===== src/rtl/elevator_pkg.sv =====
// Shared encodings for the elevator controller and the car drive:
// motion commands, floor width and the car-drive state type.
package elevator_pkg;

  localparam int FLOOR_W = 2;
  localparam int TIMER_W = 8;

  localparam logic [1:0] DIR_STOP    = 2'b00;
  localparam logic [1:0] DIR_UP      = 2'b01;
  localparam logic [1:0] DIR_DOWN    = 2'b10;
  localparam logic [1:0] DIR_ILLEGAL = 2'b11;

  typedef enum logic [2:0] {
    ST_IDLE,
    ST_START,
    ST_MOVE,
    ST_ARRIVE,
    ST_FAULT
  } car_state_t;

endpackage


===== src/rtl/travel_timer.sv =====
// Loadable down-counter with a zero flag; reused for the start-stability
// count and the floor-to-floor travel count.
module travel_timer #(
  parameter int W = 8
) (
  input  logic         clk,
  input  logic         rst,
  input  logic         load,
  input  logic [W-1:0] load_val,
  input  logic         dec,
  output logic         zero
);

  logic [W-1:0] count_q;
  logic [W-1:0] count_d;

  always_comb begin
    count_d = count_q;
    if (load) begin
      count_d = load_val;
    end else if (dec && (count_q != '0)) begin
      count_d = count_q - 1'b1;
    end
  end

  always_ff @(posedge clk) begin
    if (rst) begin
      count_q <= '0;
    end else begin
      count_q <= count_d;
    end
  end

  assign zero = (count_q == '0);

endmodule


===== src/rtl/car_drive.sv =====
// Car drive: turns the controller's motion command into timed floor-to-floor
// trips, with limit reporting and a sticky safety fault.
module car_drive
  import elevator_pkg::*;
#(
  parameter int NUM_FLOORS    = 3,
  parameter int START_DELAY   = 2,
  parameter int TRAVEL_CYCLES = 8
) (
  input  logic               clk,
  input  logic               rst,
  input  logic [1:0]         elevator_direction,
  input  logic               door_open,
  output logic               elevator_arrived,
  output logic [FLOOR_W-1:0] current_floor,
  output logic               moving,
  output logic               limit_err,
  output logic               fault
);

  localparam logic [FLOOR_W-1:0] TOP_FLOOR   = FLOOR_W'(NUM_FLOORS);
  localparam logic [TIMER_W-1:0] START_LOAD  = TIMER_W'(START_DELAY - 1);
  localparam logic [TIMER_W-1:0] TRAVEL_LOAD = TIMER_W'(TRAVEL_CYCLES - 1);

  car_state_t         state_q, state_d;
  logic [1:0]         dir_q, dir_d;
  logic [FLOOR_W-1:0] floor_q, floor_d;
  logic               limit_hold_q, limit_hold_d;
  logic               arrived_q, arrived_d;
  logic               limit_q, limit_d;
  logic               moving_q, moving_d;
  logic               fault_q, fault_d;

  logic               tmr_load;
  logic [TIMER_W-1:0] tmr_load_val;
  logic               tmr_dec;
  logic               tmr_zero;

  logic cmd_up, cmd_down, at_top, at_bottom;

  assign cmd_up    = (elevator_direction == DIR_UP);
  assign cmd_down  = (elevator_direction == DIR_DOWN);
  assign at_top    = (floor_q == TOP_FLOOR);
  assign at_bottom = (floor_q == FLOOR_W'(1));

  always_comb begin
    state_d      = state_q;
    dir_d        = dir_q;
    floor_d      = floor_q;
    limit_hold_d = 1'b0;
    arrived_d    = 1'b0;
    limit_d      = 1'b0;
    tmr_load     = 1'b0;
    tmr_load_val = '0;
    tmr_dec      = 1'b0;

    case (state_q)
      // ARRIVE decides like IDLE so a held command restarts without a gap cycle.
      ST_IDLE, ST_ARRIVE: begin
        state_d = ST_IDLE;
        if (elevator_direction == DIR_ILLEGAL) begin
          state_d = ST_FAULT;
        end else if (door_open) begin
          state_d = ST_IDLE;
        end else if ((cmd_up && !at_top) || (cmd_down && !at_bottom)) begin
          state_d      = ST_START;
          dir_d        = elevator_direction;
          tmr_load     = 1'b1;
          tmr_load_val = START_LOAD;
        end else if ((cmd_up && at_top) || (cmd_down && at_bottom)) begin
          // One pulse per held blocked command, not one per cycle.
          limit_d      = !limit_hold_q;
          limit_hold_d = 1'b1;
        end
      end
      ST_START: begin
        if (elevator_direction == DIR_ILLEGAL) begin
          state_d = ST_FAULT;
        end else if (door_open || (elevator_direction != dir_q)) begin
          state_d = ST_IDLE;
        end else if (tmr_zero) begin
          state_d      = ST_MOVE;
          tmr_load     = 1'b1;
          tmr_load_val = TRAVEL_LOAD;
        end else begin
          tmr_dec = 1'b1;
        end
      end
      ST_MOVE: begin
        if (door_open || (elevator_direction == DIR_ILLEGAL)) begin
          state_d = ST_FAULT;
        end else if (tmr_zero) begin
          state_d   = ST_ARRIVE;
          arrived_d = 1'b1;
          floor_d   = (dir_q == DIR_UP) ? floor_q + 1'b1 : floor_q - 1'b1;
        end else begin
          tmr_dec = 1'b1;
        end
      end
      ST_FAULT: state_d = ST_FAULT;
      default:  state_d = ST_FAULT;
    endcase

    moving_d = (state_d == ST_MOVE);
    fault_d  = (state_d == ST_FAULT);
  end

  always_ff @(posedge clk) begin
    if (rst) begin
      state_q      <= ST_IDLE;
      dir_q        <= DIR_STOP;
      floor_q      <= FLOOR_W'(1);
      limit_hold_q <= 1'b0;
      arrived_q    <= 1'b0;
      limit_q      <= 1'b0;
      moving_q     <= 1'b0;
      fault_q      <= 1'b0;
    end else begin
      state_q      <= state_d;
      dir_q        <= dir_d;
      floor_q      <= floor_d;
      limit_hold_q <= limit_hold_d;
      arrived_q    <= arrived_d;
      limit_q      <= limit_d;
      moving_q     <= moving_d;
      fault_q      <= fault_d;
    end
  end

  travel_timer #(.W(TIMER_W)) u_timer (
    .clk      (clk),
    .rst      (rst),
    .load     (tmr_load),
    .load_val (tmr_load_val),
    .dec      (tmr_dec),
    .zero     (tmr_zero)
  );

  assign elevator_arrived = arrived_q;
  assign current_floor    = floor_q;
  assign moving           = moving_q;
  assign limit_err        = limit_q;
  assign fault            = fault_q;

endmodule


===== config.mk =====
export PLATFORM = sky130hd
export DESIGN_NAME = car_drive
export DESIGN_NICKNAME = d
export VERILOG_FILES = /design/src/rtl/elevator_pkg.sv /design/src/rtl/travel_timer.sv /design/src/rtl/car_drive.sv
export SDC_FILE = /design/constraint.sdc
export NUM_CORES = 1
export LEC_CHECK = 0
export BUFFER_PORTS_ARGS = -buffer_cell sky130_fd_sc_hd__buf_2
export CAP_MARGIN = 20
export CORE_ASPECT_RATIO = 0.9
export CORE_MARGIN = 4
export CORE_UTILIZATION = 56
export DETAILED_ROUTE_END_ITERATION = 7
export PLACE_DENSITY = 0.76
export SLEW_MARGIN = 20
export SYNTH_ARGS = -nofsm -noshare
export SYNTH_HDL_FRONTEND = slang
export SYNTH_SLANG_ARGS = --single-unit

===== constraint.sdc =====
create_clock -name clk -period 2.2 [get_ports clk]
set_input_delay 0.66 -clock clk [delete_from_list [all_inputs] [get_ports clk]]
set_output_delay 0.66 -clock clk [all_outputs]
set_load 0.1 [all_outputs]

==> results list, run 1 <==
- Between clock sinks in the finished design, the worst skew comes to around 0.0038 ns.
* Mean Syn Cell Area: 8.87 sq um
- GRT busiest layer: met2
- Summed over all failing endpoints, the final setup total negative slack is 0 ns.
- At the worst endpoint, the required time is approximately 2.4 ns.
- For this run, the number of Yosys warnings is 0.
* Total leakage power: 0.448 nW
- In the synthesized netlist the async set-or-reset flop fraction comes to 0%.
- Library cell used as clock root buffer: sky130_fd_sc_hd__clkbuf_4
- Vias in the first global route: roughly 850
* Number of buffers created by CTS: 3
* Total global-route track usage: approximately 19%
- The cell area that synthesis handed to floorplanning was 1060 sq um.
* Antenna cells: 0
- Global routing consumed, on the met2 layer, ~30% of the routing resources.
- Startpoint type of the worst setup path: flip-flop
- The die is 49.2 um tall.
* Endpoint arrival time on the critical path: 2.19 ns
- The clock reaches the later pin of the worst-skew pair after approximately 0.3 ns.
- After detailed routing, the total wire length is between 2000 and 2500 um.
* Weighted congestion reported at the end of routability-driven placement: 0.841
- Along the worst path, the maximum fanout reaches 7.
* Unique masters post-synth: just over 40
- The number of setup buffers added after CTS is 0.
- By startpoint and endpoint, the worst setup path is classified as reg -> reg.
- For this design, the slowest cell found on the critical path is sky130_fd_sc_hd__or4_1.
* Period utilisation layout: 90.6%
- The longest clock path from root to sink contains 2 buffers.
* Pins Over Slew Limit: 0
- In the final layout, the multi-input gates occupy about 610 sq um.
- Across the run, the number of max-cap violations was 0.
* Sink Count: 20
* Setup repair after global routing missed its margin: false
- The initial utilization of the core area, before any placement, comes to about three fifths.
* Number of hold violations in the final report: 0
* Summed area of non-filler cells in the final layout: approximately 1200 sq um
- Detailed routing inserted a total of 924 vias.
- Setup violations remaining at the end of the flow were counted as 0.
- Via density per instance: about 5.9
- In this run the core area contains 14 standard-cell rows.
- The die covers around 2600 sq um.
* Hold crit path type: reg -> reg
* Core area: around 1700 sq um
* Post-detailed-placement half-perimeter wirelength: ~1700 um
* Largest incremental delay on the critical path: between 0.6 and 0.7 ns
- The number of antenna violations at the first check in global routing was 0.
- Synthesis produced between 100 and 150 cells.
- After clock tree synthesis, the flow added hold-fix buffers numbering 0.
- Entering global routing, the biggest net connects 16 pins.
- The filler cells instantiated in the layout total 134.
- Post-synth EDFFs: 0
- The die is around 54 um wide.
- Worst relative slew slack: between 60% and 70%
* Top-Level Pins: 11
- After detailed routing, the number of remaining DRC violations is 0.
- TritonRoute pass-1 iters: 5
- Primary flip-flop cell chosen by synthesis mapping: sky130_fd_sc_hd__dfxtp_1
- Number of register bits inferred by synthesis: 20
- Sequential Area: just over 400 sq um
- Cell Pwr Density: 566 nW/um^2
- Outcome: complete, no violations
- Area of placed instances: 1150 sq um
- Timing would allow up to between 0.5 and 0.6 GHz.
- In the post-synthesis netlist, the biggest area contributors are sky130_fd_sc_hd__dfxtp_1, sky130_fd_sc_hd__a21oi_1, sky130_fd_sc_hd__ha_1.
- CTS built an H-tree with a depth of 1.
- Routed length per placed instance: about 15 um
- For this block, the initial DRC count from the detailed router was 30.
- Sequential share of the synthesized area: 37.9%
- Number of nets in the layout: between 100 and 150
- In the global route stage, met1 resource usage came out at a little over a quarter.
- Relative to the synthesized area, the layout overhead comes to 12.3%.
- Layout cell share with drive strength beyond 1: approximately 20%
- Grt total ovfl: 0
- Met3 Resource Use GR: around 6.4%
* Wire length of the first global-routing pass: 3890 um
- IR drop worst, VDD: between 0.4 and 0.5 mV
* Clock-pin transition on the worst setup and hold timing paths: ~0.11 ns
* Post-synthesis cell type with the largest combined area: sky130_fd_sc_hd__dfxtp_1
* Worst Setup End Kind: flip-flop
- Synthesized net count: around 130
* Post-cts gate resize count: 0
- Post-route antenna net violation count: 0
- Final critical-path required period: roughly 2.0 ns
- The synthesized design devotes to its leading area cell type between 30 and 40% of total area.
- At the pin with the least slew margin, the transition time is 0.480 ns.
- Slack of the worst reg-to-reg path: a little over 0.2 ns
- TritonCTS built the clock tree.
* Worst-path cell chain: or4_1 -> or4_4 -> xor2_1 -> nand2_1
- Port bufs: 10
## layout make-up
cell class / count / area share (%)
inverter: 4 / 1.27
clock buffer: 4 / 3.06
timing repair buffer: 15 / 7.38
tap: 24 / 2.53
sequential: 20 / 34.0
multi-input combinational: 89 / 51.8
## cells in the final DEF (no fill, tap or decap), types with 2 or more instances in the layout
cell type | Yosys | layout
sky130_fd_sc_hd__nand2_1 | 7 | 7
sky130_fd_sc_hd__or4b_1 | 2 | 2
sky130_fd_sc_hd__clkbuf_4 | 0 | 3
sky130_fd_sc_hd__nor3b_1 | 2 | 2
sky130_fd_sc_hd__o31ai_1 | 2 | 2
sky130_fd_sc_hd__xor2_1 | 3 | 3
sky130_fd_sc_hd__inv_1 | 4 | 4
sky130_fd_sc_hd__nand2b_1 | 3 | 3
sky130_fd_sc_hd__o2111ai_1 | 3 | 3
sky130_fd_sc_hd__nand3b_1 | 2 | 2
sky130_fd_sc_hd__dfxtp_2 | 0 | 2
sky130_fd_sc_hd__ha_1 | 3 | 3
sky130_fd_sc_hd__o21ai_0 | 5 | 5
sky130_fd_sc_hd__nor2b_1 | 2 | 2
sky130_fd_sc_hd__o211ai_1 | 4 | 4
sky130_fd_sc_hd__buf_2 | 3 | 10
sky130_fd_sc_hd__dfxtp_1 | 20 | 18
sky130_fd_sc_hd__or3_1 | 3 | 3
sky130_fd_sc_hd__a21oi_1 | 9 | 9
sky130_fd_sc_hd__buf_4 | 0 | 5
sky130_fd_sc_hd__xnor2_1 | 2 | 2
sky130_fd_sc_hd__nor3_1 | 5 | 5
sky130_fd_sc_hd__or4_1 | 3 | 3
sky130_fd_sc_hd__a211oi_1 | 2 | 2
sky130_fd_sc_hd__nor2_1 | 9 | 9
## routing by layer
| metal | routed length (um) | up-vias | share of wire (%) |
|---|---|---|---|
| li1 | - | 472 | - |
| met1 | 1080 | 431 | 48 |
| met2 | 1100 | 21 | 48 |
| met3 | 95 | 0 | 4.2 |
| met4 | 0 | 0 | 0 |
| met5 | 0 | - | 0 |
## sequential cells by signal, indices dropped and copies added (netlist names)
name / cells
dir_q: 2
moving: 1
u_timer.count_q: 8
state_q: 3
fault: 1
limit_hold_q: 1
limit_err: 1
current_floor: 2
elevator_arrived: 1
## Yosys cell counts, drive strengths merged (2+ instances only)
master / count
buf: 3
nor3b: 2
nor2: 10
nand2: 7
inv: 4
nor3: 5
xnor2: 2
a21oi: 9
or4: 4
xor2: 3
o211ai: 4
clkbuf: 3
or4b: 2
o21ai: 5
nand3b: 2
o2111ai: 3
nor2b: 2
nand2b: 3
ha: 3
a211oi: 4
o31ai: 2
or3: 3
dfxtp: 20
## kinds of logic (layout without fill, tap and decap cells)
group,Yosys count,after routing,synth area share [%]
AOI/OAI and AO/OA,35,35,24.6
and+or+nand+nor,45,45,24.9
DFF,20,20,37.9
buffers and inverters,10,23,3.91
muxes,1,1,0.948
adders and majority gates,3,3,3.55
xor gates and xnor gates,5,5,4.15
## power by group
group	switching, mW	internal, mW	total, mW
logic	0.0558	0.0285	0.0843
clock network	0.112	0.101	0.213
registers	0.00561	0.368	0.374
total	0.173	0.498	0.671
## critical path, delay by kind of cell, from the launching register on
kind | cells | cell delay [ns]
and+or+nand+nor | 3 | 1.36
DFF | 1 | 0.37
xor gates and xnor gates | 1 | 0.15
## per-stage QoR
stage               total power, mW  setup slack, ns  util (%)  cells  hold slack (ns)
floorplan                     0.444            0.137         -    119            0.375
global placement              0.464           0.0551      66.3    152            0.385
detailed placement            0.465           0.0214      66.3    152            0.394
CTS                           0.676            0.228      68.4    156            0.410
global route                  0.708            0.123      68.4    156            0.427
finish                        0.671            0.206      68.4    156            0.404
## final timing paths
| kind | from | to | cells past startpoint |
|---|---|---|---|
| worst max-delay path | u_timer.count_q[3] | current_floor[0] | 4 |
| worst min-delay path | limit_hold_q | limit_err | 1 |
| worst max register to register | u_timer.count_q[3] | current_floor[0] | 4 |
| worst min register to register | limit_hold_q | limit_err | 1 |
Note: power is estimated with default switching activity, not from simulation.
==> inputs of run 2 (changes only) <==
Settings changed: ABC_AREA from default to 1, CORE_UTILIZATION 56 to 57, PLACE_DENSITY 0.76 to 0.77, REMOVE_ABC_BUFFERS from default to 1.
==> run 2 against run 1 <==
  * Die area grew 6.3%
  * First-iteration DRC count shrank 3.3%
  * Combinational power up 72%
  * Utilization decreased by 2.1 points
  * Register-to-register slack better by 0.36 ns
  * Largest power group unchanged
  * Critical path type is now reg -> out
  * Wire length decreased by 4.3%
  * Clock power down 2%
  * Sequential cell count stayed put
  * Area after synthesis rose by 9.4%
  * Count of clock-buffer cells in the layout is the same
  * Setup slack improved by 0.16 ns
  * Power is 9.4% higher
==> results list, run 2 <==
- Outcome: complete, no violations
* F_max: 0.545 GHz (+8.7%)
- Most common cell in the synthesized netlist: sky130_fd_sc_hd__nand2_1
* Number of register bits inferred by synthesis: 20 (unchanged)
- Synth async-reset ratio: 0% (unchanged)
* Data required time at the worst endpoint: 1.54 ns (-0.85 ns)
- Post-route total power: 0.734 mW (+9.4%)
- The part of the cycle the worst path needs was 83.4% (-7.3 points).
* Commonest non-fill, non-tap cells in the layout: sky130_fd_sc_hd__nand2_1, sky130_fd_sc_hd__inv_1, sky130_fd_sc_hd__dfxtp_1, sky130_fd_sc_hd__nor2_1, sky130_fd_sc_hd__nand3_1
- Slew at the pin with the worst max-slew slack: 0.487 ns (+0.00651 ns)
- Via total after detailed routing: 1,048 (+13%)
- Worst Setup End Kind: output pin
* Slack of the worst reg-to-reg path: 0.57 ns (+0.36 ns)
- Hold crit path type: reg -> reg
- Post-route antenna net violation count: 0 (unchanged)
- Total leakage power: 0.622 nW (+39%)
- The hold violation count in the final report came to 0 (unchanged).
- Top-Level Pins: 11 (unchanged)
* Number of antenna violations at the first check in global routing: 0 (unchanged)
- Starting density of the core: 60.3% (-0.57 points)
- Of all cell types, the one taking the most synthesized area is sky130_fd_sc_hd__dfxtp_1.
- Compared with the post-synthesis result, the final layout area differs by 9.86%.
- Warnings from Yosys: 0 (unchanged)
- The via count of the first global-routing pass is 968 (+15%).
* Final critical-path required period: 1.83 ns (-0.160 ns)
* Via density per instance: 4.99 (-16%)
- By startpoint and endpoint, the worst setup path is classified as reg -> out.
* Largest incremental delay on the critical path: 0.46 ns (-0.21 ns)
- Synth area leaders: sky130_fd_sc_hd__dfxtp_1, sky130_fd_sc_hd__nand2_1, sky130_fd_sc_hd__inv_1
- The largest registers in the layout are u_timer.count_q x8, state_q x3.
* Number of buffers created by CTS: 3 (unchanged)
- Sequential share of the synthesized area: 34.7% (-3.2 points)
* Weighted congestion reported at the end of routability-driven placement: 0.920 (+9.4%)
- Ranked by flip-flop count, first place goes to u_timer.count_q.
- Clock-pin transition on the worst setup and hold timing paths: 0.11 ns (about the same)
* Delay-heaviest family, CP: buffers and inverters
- The mean cell area of the mapped netlist is 6.71 sq um (-24%).
* Commonest non-fill, non-tap cell in the layout: sky130_fd_sc_hd__nand2_1
* Max FFs per register: 8 (unchanged)
- Worst relative slew slack: 67.8% (-0.21 points)
- Depth of the CTS H-tree: 1 (unchanged)
* Routed length per placed instance: 10.4 um (-29%)
- The overall die height came to 50.7 um (+3.1%).
- The post-detailed-route DRC marker count was 0 (unchanged).
* Post-synth EDFFs: 0 (unchanged)
- Clk Latency, worst-skew pair: 0.30 ns (about the same)
- The worst setup path is launched from a flip-flop.
- The TritonCTS sink count came to 20 (unchanged).
- Port bufs: 10 (unchanged)
- Grt total ovfl: 0 (unchanged)
- The minimum hold slack came to 0.396 ns (-0.00825 ns).
- The post-layout net count came to 194 (+38%).
- The hold buffer count at cts came to 0 (unchanged).
- The aggregate negative setup slack was 0 ns (unchanged).
- Maximum number of pins on one net before global-route repair: 12 (-4)
* Setup violations, final: 0 (unchanged)
- The number of max-capacitance violations reported came to 0 (unchanged).
- The smallest setup slack after layout came to 0.366 ns (+0.160 ns).
* Setup repair after global routing missed its margin: false
- Post-detailed-placement half-perimeter wirelength: 1750 um (+3.4%)
- The number of buffers inserted by post-CTS setup repair came to 0 (unchanged).
- Primary flip-flop cell chosen by synthesis mapping: sky130_fd_sc_hd__dfxtp_1
* Unique masters post-synth: 28 (-32%)
- Cell count after synthesis: 172 (+45%)
* Post-cts gate resize count: 0 (unchanged)
- The area of the core is 1910 sq um (+10%).
- Wire length of the first global-routing pass: 4060 um (+4.4%)
- The share of the synthesized area in the top cell type was 34.7% (-3.2 points).
* Library cell used as clock root buffer: sky130_fd_sc_hd__clkbuf_4
* Worst-path cell chain: buf_2
- The post-synthesis instance area came to 1150 sq um (+9.4%).
- On the critical path, the stage with the largest delay is an instance of sky130_fd_sc_hd__buf_2.
- Pins Over Slew Limit: 0 (unchanged)
* Endpoint arrival time on the critical path: 1.17 ns (-1.02 ns)
- Layout cell share with drive strength beyond 1: 16.2% (-3.5 points)
* Share of the core filled with cells: 66.3% (-2.1 points)
- X dimension of the die: 55.4 um (+3.1%)
- Most common library cells after synthesis: sky130_fd_sc_hd__nand2_1, sky130_fd_sc_hd__inv_1, sky130_fd_sc_hd__dfxtp_1
* Die area: 2810 sq um (+6.3%)
- Post-placement setup slack: 0.392 ns (+0.371 ns)
- The sum of buffers and inverters on the critical path came to 1 (+1).
- The number of iterations in the first detailed-routing pass came to 4 (-1).
- The maximum fanout encountered on the critical timing path is 5 (-2).
- The number of standard-cell rows in the floorplan came to 15 (+1).
- The maximum VDD drop was 0.383 mV (-15%).
- TritonCTS built the clock tree.
* Violation count after the first detailed-routing iteration: 29 (-3.3%)
* Cell Pwr Density: 579 nW/um^2 (+2.3%)
- Buffer levels on the longest clock path: 2 (unchanged)
- Total global-route track usage: 18.3% (-1.2 points)
- Total detailed-routing wirelength: 2180 um (-4.3%)
- Antenna cells: 0 (unchanged)
* Final-layout fill cell count: 193 (+44%)
- Worst setup skew after layout: 0.00366 ns (-0.000109 ns)
==> run 2: cell count changes after synthesis, moves of 3 or more <==
cell                        before  now
sky130_fd_sc_hd__nor2_1          9   19
sky130_fd_sc_hd__nand2_2         0    3
sky130_fd_sc_hd__or3_1           3    0
sky130_fd_sc_hd__buf_2           3    0
sky130_fd_sc_hd__inv_1           4   28
sky130_fd_sc_hd__or4_1           3    0
sky130_fd_sc_hd__o2111ai_1       3    0
sky130_fd_sc_hd__nand2b_1        3    0
sky130_fd_sc_hd__nand2_1         7   42
sky130_fd_sc_hd__nand3_1         1   11
sky130_fd_sc_hd__nor2_2          1    4
sky130_fd_sc_hd__o211ai_1        4    0
==> run 2: path summary, 6_finish.rpt <==
check | startpoint | end | cells past startpoint
setup / recovery | current_floor[0] | current_floor[0] | 1
hold / removal | limit_hold_q | limit_err | 1
setup reg to reg | u_timer.count_q[0] | state_q[0] | 8
hold reg to reg | limit_hold_q | limit_err | 1
==> run 2: power by group <==
part	internal, mW	leakage, nW	total (mW)	switching (mW)
sequential	0.373	0.162	0.381	0.00766
clock	0.101	0.0210	0.208	0.107
combinational	0.0465	0.438	0.145	0.0986
==> run 2: metal layers <==
layer	routed length [um]	up-vias	share of wire [%]	track usage (%)
li1	-	564	-	-
met1	1080	459	50	24.1
met2	960	23	44	28.9
met3	120	2	5.5	5.40
met4	17	0	0.78	4.86
met5	0	-	0	0
==> run 2: kinds of logic (layout without fill, tap and decap cells) <==
kind of cell	after synthesis	in the layout	share of synthesized area, %
buffers and inverters	32	45	10.6
flip-flops	20	20	34.7
XOR/XNOR	4	4	3.03
AND/OR/NAND/NOR	94	94	39.3
AO/OA/AOI/OAI	19	19	9.10
adder cells (fa/ha/maj)	3	3	3.25
==> run 2: layout make-up <==
cell class,count,area [sq um],area share (%)
Sequential cell,20,400,31.6
Tap cell,25,31.3,2.47
Clock buffer,4,36.3,2.86
Timing Repair Buffer,10,50.0,3.94
Multi-Input combinational cell,120,632,49.8
Inverter,31,119,9.37
==> run 2: per-stage QoR <==
stage | instances | area [sq um]
final | 210 | 1270
after global routing | 210 | 1270
after CTS | 210 | 1270
after detailed placement | 206 | 1230
after global placement | 206 | 1230
after floorplan | 171 | 1150
